$ cat config.mk
export PLATFORM = sky130hd
export DESIGN_NAME = adc_pulse_gen
export DESIGN_NICKNAME = d
export VERILOG_FILES = /design/src/rtl/adc_pulse_gen_pkg.sv /design/src/rtl/adc_pulse_env.sv /design/src/rtl/adc_pulse_gen.sv
export SDC_FILE = /design/constraint.sdc
export NUM_CORES = 1
export LEC_CHECK = 0
export BUFFER_PORTS_ARGS = -buffer_cell sky130_fd_sc_hd__buf_4
export CORE_AREA = 2 2 121 123
export CTS_BUF_LIST = sky130_fd_sc_hd__clkbuf_8 sky130_fd_sc_hd__clkbuf_16
export CTS_CLUSTER_DIAMETER = 80
export DETAILED_ROUTE_END_ITERATION = 8
export DIE_AREA = 0 0 123 125
export GPL_ROUTABILITY_DRIVEN = 0
export GPL_TIMING_DRIVEN = 0
export HOLD_SLACK_MARGIN = 0.03
export PLACE_DENSITY_LB_ADDON = 0.08
export SETUP_SLACK_MARGIN = 0.2
export SYNTH_ARGS = -nofsm -noshare
export SYNTH_HDL_FRONTEND = slang
export SYNTH_HIERARCHICAL = 1
export SYNTH_SLANG_ARGS = --single-unit
$ cat constraint.sdc
create_clock -name clk -period 3.2 [get_ports clk]
set_clock_uncertainty 0.15 [all_clocks]
set_input_delay 0.96 -clock clk [delete_from_list [all_inputs] [get_ports clk]]
set_output_delay 0.96 -clock clk [all_outputs]
set_load 0.02 [all_outputs]
$ cat src/rtl/adc_pulse_gen_pkg.sv
// Shared ADC sample-stream definitions: sample width, pulse FSM states, saturating add.
// Pure declarations; no timing and no flow control.
package adc_pulse_gen_pkg;

  localparam int SIZE_ADC_DATA = 12;

  typedef enum logic [1:0] {
    IDLE  = 2'd0,
    RISE  = 2'd1,
    DECAY = 2'd2
  } pulse_state_e;

  // Unsigned add clamped to max_val; callers zero-extend into 32 bits and cast the result back.
  function automatic logic [31:0] sat_add(input logic [31:0] a,
                                          input logic [31:0] b,
                                          input logic [31:0] max_val);
    logic [32:0] sum;
    sum = {1'b0, a} + {1'b0, b};
    if (sum > {1'b0, max_val}) begin
      return max_val;
    end
    return sum[31:0];
  endfunction

endpackage

$ cat src/rtl/adc_pulse_env.sv
// Pulse envelope engine: linear rise over 2^RISE_SHIFT samples, exponential decay to zero.
// Envelope updates on the edge that samples start; start is never back-pressured (dropped during RISE).
module adc_pulse_env #(
  parameter int SIZE_ADC_DATA = adc_pulse_gen_pkg::SIZE_ADC_DATA,
  parameter int RISE_SHIFT    = 2,
  parameter int DECAY_SHIFT   = 4
) (
  input  logic                     clk,
  input  logic                     reset,
  input  logic                     start,
  input  logic [SIZE_ADC_DATA-1:0] amplitude,
  output logic [SIZE_ADC_DATA:0]   env,
  output logic                     busy,
  output logic                     pulse_done,
  output logic                     start_drop
);
  import adc_pulse_gen_pkg::*;

  localparam int                 ENV_W       = SIZE_ADC_DATA + 1;
  localparam int                 CNT_W       = (RISE_SHIFT > 0) ? RISE_SHIFT : 1;
  localparam logic [31:0]        ENV_MAX     = (32'd1 << ENV_W) - 32'd1;
  localparam logic [CNT_W-1:0]   CNT_LAST    = CNT_W'((1 << RISE_SHIFT) - 1);
  localparam logic [ENV_W-1:0]   DECAY_FLOOR = ENV_W'(1 << DECAY_SHIFT);

  pulse_state_e             state_q, state_d;
  logic [ENV_W-1:0]         env_q, env_d;
  logic [ENV_W-1:0]         target_q, target_d;
  logic [SIZE_ADC_DATA-1:0] inc_q, inc_d;
  logic [CNT_W-1:0]         cnt_q, cnt_d;
  logic                     done_q, done_d;

  logic                     accept;
  logic                     rise_last;
  logic                     decay_end;
  logic [ENV_W-1:0]         base_env;
  logic [SIZE_ADC_DATA-1:0] new_inc;

  assign accept    = start && (state_q != RISE);
  assign rise_last = (state_q == RISE) && (cnt_q >= CNT_LAST);
  assign decay_end = (state_q == DECAY) && (env_q < DECAY_FLOOR);
  // A start on the terminating DECAY cycle stacks on the zeroed envelope, not the residue.
  assign base_env  = decay_end ? '0 : env_q;
  assign new_inc   = amplitude >> RISE_SHIFT;

  always_ff @(posedge clk or posedge reset) begin
    if (reset) begin
      state_q  <= IDLE;
      env_q    <= '0;
      target_q <= '0;
      inc_q    <= '0;
      cnt_q    <= '0;
      done_q   <= 1'b0;
    end else begin
      state_q  <= state_d;
      env_q    <= env_d;
      target_q <= target_d;
      inc_q    <= inc_d;
      cnt_q    <= cnt_d;
      done_q   <= done_d;
    end
  end

  always_comb begin
    state_d = state_q;
    case (state_q)
      IDLE:    if (start) state_d = RISE;
      RISE:    if (rise_last) state_d = DECAY;
      DECAY: begin
        if (start) begin
          state_d = RISE;
        end else if (decay_end) begin
          state_d = IDLE;
        end
      end
      default: state_d = IDLE;
    endcase
  end

  always_comb begin
    env_d    = env_q;
    target_d = target_q;
    inc_d    = inc_q;
    cnt_d    = cnt_q;
    done_d   = decay_end;
    if (accept) begin
      // The accepting edge already applies the first ramp step, so the counter restarts at one.
      inc_d    = new_inc;
      target_d = ENV_W'(sat_add(32'(base_env), 32'(amplitude), ENV_MAX));
      env_d    = ENV_W'(sat_add(32'(base_env), 32'(new_inc), ENV_MAX));
      cnt_d    = CNT_W'(1);
    end else if (state_q == RISE) begin
      if (rise_last) begin
        env_d = target_q;
      end else begin
        env_d = ENV_W'(sat_add(32'(env_q), 32'(inc_q), ENV_MAX));
        cnt_d = cnt_q + CNT_W'(1);
      end
    end else if (decay_end) begin
      env_d = '0;
    end else if (state_q == DECAY) begin
      env_d = env_q - (env_q >> DECAY_SHIFT);
    end
  end

  always_comb begin
    env        = env_q;
    busy       = (state_q != IDLE);
    pulse_done = done_q;
    start_drop = start && (state_q == RISE);
  end

endmodule

$ cat src/rtl/adc_pulse_gen.sv
// Synthetic ADC source: baseline plus pulse envelope, clamped and registered; one sample per clk.
// Start-to-first-changed-sample is two edges; no back-pressure, starts during a rise are counted as drops.
module adc_pulse_gen #(
  parameter int SIZE_ADC_DATA = adc_pulse_gen_pkg::SIZE_ADC_DATA,
  parameter int RISE_SHIFT    = 2,
  parameter int DECAY_SHIFT   = 4
) (
  input  logic                     clk,
  input  logic                     reset,
  input  logic                     start,
  input  logic [SIZE_ADC_DATA-1:0] amplitude,
  input  logic [SIZE_ADC_DATA-1:0] baseline,
  output logic [SIZE_ADC_DATA-1:0] output_data,
  output logic                     busy,
  output logic                     pulse_done,
  output logic [7:0]               drop_count
);
  import adc_pulse_gen_pkg::*;

  localparam logic [SIZE_ADC_DATA+1:0] OUT_MAX = {2'b00, {SIZE_ADC_DATA{1'b1}}};

  logic [SIZE_ADC_DATA:0]   env;
  logic                     start_drop;
  logic [SIZE_ADC_DATA+1:0] out_sum;
  logic [SIZE_ADC_DATA-1:0] output_data_q, output_data_d;
  logic [7:0]               drop_count_q, drop_count_d;

  adc_pulse_env #(
    .SIZE_ADC_DATA (SIZE_ADC_DATA),
    .RISE_SHIFT    (RISE_SHIFT),
    .DECAY_SHIFT   (DECAY_SHIFT)
  ) u_env (
    .clk        (clk),
    .reset      (reset),
    .start      (start),
    .amplitude  (amplitude),
    .env        (env),
    .busy       (busy),
    .pulse_done (pulse_done),
    .start_drop (start_drop)
  );

  always_comb begin
    // Two guard bits so baseline + saturated envelope can never wrap before the clamp.
    out_sum       = {2'b00, baseline} + {1'b0, env};
    output_data_d = (out_sum > OUT_MAX) ? '1 : out_sum[SIZE_ADC_DATA-1:0];
    drop_count_d  = 8'(sat_add(32'(drop_count_q), {31'd0, start_drop}, 32'd255));
  end

  always_ff @(posedge clk or posedge reset) begin
    if (reset) begin
      output_data_q <= '0;
      drop_count_q  <= '0;
    end else begin
      output_data_q <= output_data_d;
      drop_count_q  <= drop_count_d;
    end
  end

  assign output_data = output_data_q;
  assign drop_count  = drop_count_q;

endmodule
==> metrics.md <==
| Metric | Value |
|---|---|
| Hold-critical path depth | 2 |
| Amount of wire on met3 after detailed routing | between 1000 and 1500 um |
| Final critical path time including I/O delays and setup | ~3.4 ns |
| Mean instance size in the synthesized netlist | ~8.4 um2 |
| Global routing usage summed across all routing layers | ~22% |
| Post-Route Hold Slack | between 0.3 and 0.4 ns |
| Cell total after placement | 884 |
| Worst reg2reg setup slack | -0.20 ns |
| Vias per cell | 5.80 |
| Largest net degree at the start of global routing | 23 |
| Io pins | 49 |
| Max stage delay on crit path | 0.42 ns |
| TritonCTS Buffers | 9 |
| Critical path's slowest cell | dfrtp_2 |
| Cells after Synth | ~650 |
| First-pass GRT wire length | ~27000 um |
| Cell occurring most often along the worst timing path | buf_6 |
| Post-Synth Simple-Gate Area | 19.0% |
| Max-cap viol count | 0 |
| CP cell instances | nor4_4, nand4_1, buf_6, and2_4, buf_6, ha_4, a211o_1, a211oi_2, o21ai_1, and3_1, or3_4, buf_6, nor3_4, a311oi_1 |
| Synthesized-area fraction occupied by adder cells | about 15% |
| Maximum frequency from static timing analysis | roughly 290 MHz |
| Number of optimization iterations in the first detailed-route pass | 5 |
| Area share of the largest cell type after synthesis | around 28% |
| Initial core utilization | between 30% and 40% |
| Worst-Skew Late Latency | approximately 0.34 ns |
| Startpoint of the worst register-to-register path | u_env/env[5] |
| Area taken by multi-input logic gates | 4080 um2 |
| Vias after detailed routing | around 5400 |
| Top cells by count, synth | 66 x nand2_1, 61 x dfrtp_1, 59 x a21oi_1 |
| Antenna violations before repair | 0 |
| Number of nets produced by synthesis | around 740 |
| Layout overhead on the synthesized area | 28.3% |
| Quantity of hold-fixing buffers added after cts | 0 |
| Library cells used by synthesis | 74 |
| Seq/Total Area, Yosys | around 28% |
| Drc violations | 0 |
| Antenna diode instance count | 0 |
| Nets@finish | slightly above 800 |
| Final cycle utilization of the critical path | 106% |
| End of the worst register-to-register path | u_env/target_q[12] |
| Post-route antenna net violation count | 0 |
| Min-delay worst type | register to register |
| Power per cell area | between 1000 and 1500 nW/um2 |
| Combined flip-flop and latch cell area | about 1500 um2 |
| Launching element type of the critical path | register |
| Clock root cell | clkbuf_16 |
| P_sw | between 4000 and 5000 uW |
| Leading cell types by total area after synthesis | dfrtp_1 28%, ha_1 13%, a21oi_1 5.4% |
| Largest family of logic cells by synthesized area | compound AO/OA/AOI/OAI gates |
| Total clock sinks | 61 |
| Status | complete, but fails checks |
| Floorplan die width | around 120 um |
| Final instance area | 7050 um2 |
| Netlist area before placement | between 5000 and 6000 um2 |
| Commonest register cell after synthesis | dfrtp_1 |
| Iteration-0 DRC count of the detailed router | about 320 |
| Fraction of power consumed by combinational cells | about 73% |
| FILL cells | about 1400 |
| VDD IR-drop max | between 0.0004 and 0.0005 V |
| Critical setup path kind | register to register |
| Via count of the first global-routing pass | 5145 |
| Cell area after placement | 6200 um2 |
| Share of the synthesized area in compound gates (AO/OA/AOI/OAI) | 28.5% |
| HPWL after detailed placement | ~13000 um |
| Switching power share of the total | 49.1% |
| Library cell with the highest instance count after synthesis | nand2_1 |
| Full die area | roughly 15000 um2 |
| Part of the total power dissipated in the clock network | 11.5% |
| Worst setup slack after placement | -1.01 ns |
| Uppermost layer routed | met4 |
| Least-Margin Pin Slew | about 1.3 ns |
| Average detailed-routed wire length per instance | about 19 um |
| Worst slew margin relative to its limit | between 10 and 15% |
| Pint | 4710 uW |
| Remaining global-route overflow | 0 |
| RSZ-0062 raised after global routing | yes |
| Critical path data required time | between 3 and 4 ns |
| Worst endpoint data arrival time | between 3 and 4 ns |
| Total detailed-routing wirelength | 17300 um |
| Failing checks | setup timing |
| Cell type with the largest total area after synthesis | dfrtp_1 |
| Met2 wirelength from detailed routing | 8250 um |
| Number of slew-limit violations in the final report | 0 |
| Clock-pin transition on the worst setup and hold timing paths | about 0.060 ns |
| Share of synthesized flip-flops with an asynchronous set or reset | 100% |
| TritonCTS clock tree | yes |
| Path depth of the worst reg2reg path | 14 |
| Number of cells in the finished layout apart from fillers | between 900 and 1000 |
| Number of setup violations in the final report | 23 |
| Share of the core filled with cells in the final layout | around half |
| Static power due to leakage | around 0.0030 uW |
| Share of cells above drive strength 1 | between 20% and 30% |
| Hold Crit Endpoint | u_env/inc_q[7] |
| Routed length on met1 | 7370 um |
| Number of H-tree levels | 3 |
| Part of the total power dissipated in sequential elements | between 15 and 20% |
| Final critical-path setup slack | -0.202 ns |
| Critical path peak fanout | 7 |
| Number of synthesized flops with an enable pin | 0 |
| Hold Crit Start | u_env/inc_q[7] |
| Number of warning messages in the yosys log | 6 |
| Number of placement rows | 44 |
| Parity-gate share of the synthesized area counting xor and xnor cells | under 10% |
| Seq cells post-synth | 61 |
| Proportion of synthesized area in mux cells | 0.182% |
| Die boundary height | around 130 um |
| Core area | 14200 um2 |
| Final hold violation count | 0 |
| Worst setup EP type | register |
| Number of buffers on the longest clock path | 2 |
| Count of port buffers added during placement | 48 |
==> stage by stage <==
step | total power (uW) | setup TNS [ns]
2_1_floorplan | 5880 | -0.0526
3_3_place_gp | 7280 | -20.03
3_5_place_dp | 7350 | -20.34
4_1_cts | 8780 | -5.71
5_1_grt | 9940 | -5.48
6_report | 9250 | -2.40
==> cell usage in the layout, fill, tap and decap left out, types with 5 or more instances in the layout <==
| cell type | instances |
|---|---|
| nor2_1 | 37 |
| and3_1 | 9 |
| a221oi_2 | 5 |
| a21oi_1 | 54 |
| buf_4 | 68 |
| a21o_1 | 9 |
| a21oi_2 | 7 |
| nor2b_1 | 7 |
| nor3_1 | 18 |
| or2_2 | 5 |
| o22a_1 | 5 |
| nand3_1 | 14 |
| nand2b_1 | 9 |
| xor2_1 | 13 |
| xnor2_1 | 22 |
| clkbuf_16 | 9 |
| a211oi_1 | 6 |
| nand2_2 | 8 |
| o21ai_0 | 28 |
| o22ai_1 | 5 |
| o21ai_1 | 5 |
| ha_4 | 6 |
| clkbuf_1 | 22 |
| o21ai_2 | 6 |
| ha_1 | 50 |
| and2_1 | 5 |
| inv_1 | 30 |
| a31oi_1 | 10 |
| buf_6 | 12 |
| o21a_1 | 18 |
| dfrtp_1 | 53 |
| dfrtp_2 | 8 |
| nand2_1 | 64 |
==> critical path: cells and delay by family, from the launching register on <==
family	cells	cell delay (ns)
DFF	1	0.42
buffers and inverters	3	0.43
and+or+nand+nor	6	1.22
adders and majority gates	1	0.20
AOI/OAI and AO/OA	4	0.82
==> cell families (layout without fill, tap and decap cells) <==
kind of cell	count (synthesis)	after routing
AOI/OAI and AO/OA	223	223
xor gates and xnor gates	35	35
adders and majority gates	61	61
buffers and inverters	59	153
DFF	61	61
muxes	1	1
and+or+nand+nor	211	211
==> worst max path at each step <==
stage | from | endpoint
3_3_place_gp | u_env/env[5] | u_env/env[4]
5_1_grt | u_env/env[5] | u_env/target_q[12]
4_1_cts | u_env/env[6] | u_env/env[4]
3_5_place_dp | u_env/env[7] | u_env/env[4]
2_1_floorplan | u_env/env[5] | u_env/env[4]
6_report | u_env/env[5] | u_env/target_q[12]
==> timing repair <==
action | 4_1_cts | 5_1_grt
hold endpoints to repair | 0 | 0
pin swaps | 21 | 31
endpoints found under the setup margin | 36 | 36
gates cloned | 1 | 0
gates resized for setup | 33 | 40
buffers inserted | 14 | 14
==> registers in the layout, summed over array words and instances, names as in the netlist <==
register	flops
drop_count	8
u_env/target_q	13
u_env/state_q	2
output_data	12
u_env/inc_q	10
u_env/cnt_q	2
u_env/env	13
u_env/pulse_done	1
==> power groups by stage <==
| stage | combinational (uW) | sequential (uW) | clock, uW |
|---|---|---|---|
| floorplan | 4430 | 1440 | 0 |
| global placement | 5790 | 1490 | 0 |
| detailed placement | 5850 | 1500 | 0 |
| CTS | 6230 | 1470 | 1090 |
| global route | 7300 | 1530 | 1120 |
| finish | 6710 | 1480 | 1060 |
==> per-layer routing <==
| metal | vias to the layer above | track usage [%] |
|---|---|---|
| li1 | 2592 | - |
| met1 | 2557 | 29.0 |
| met2 | 209 | 37.0 |
| met3 | 33 | 3.06 |
| met4 | 0 | 9.76 |
| met5 | - | 0 |
==> cell type report <==
| type | instances | area share, % |
|---|---|---|
| plain buffers | 27 | 1.92 |
| well taps | 184 | 3.27 |
| clock inverters | 7 | 1.30 |
| repair buffers | 78 | 8.97 |
| inverters | 32 | 1.70 |
| clock buffers | 9 | 3.20 |
| multi-input cells | 531 | 57.8 |
| flip-flops and latches | 61 | 21.8 |
Note: power is estimated with default switching activity, not from simulation.
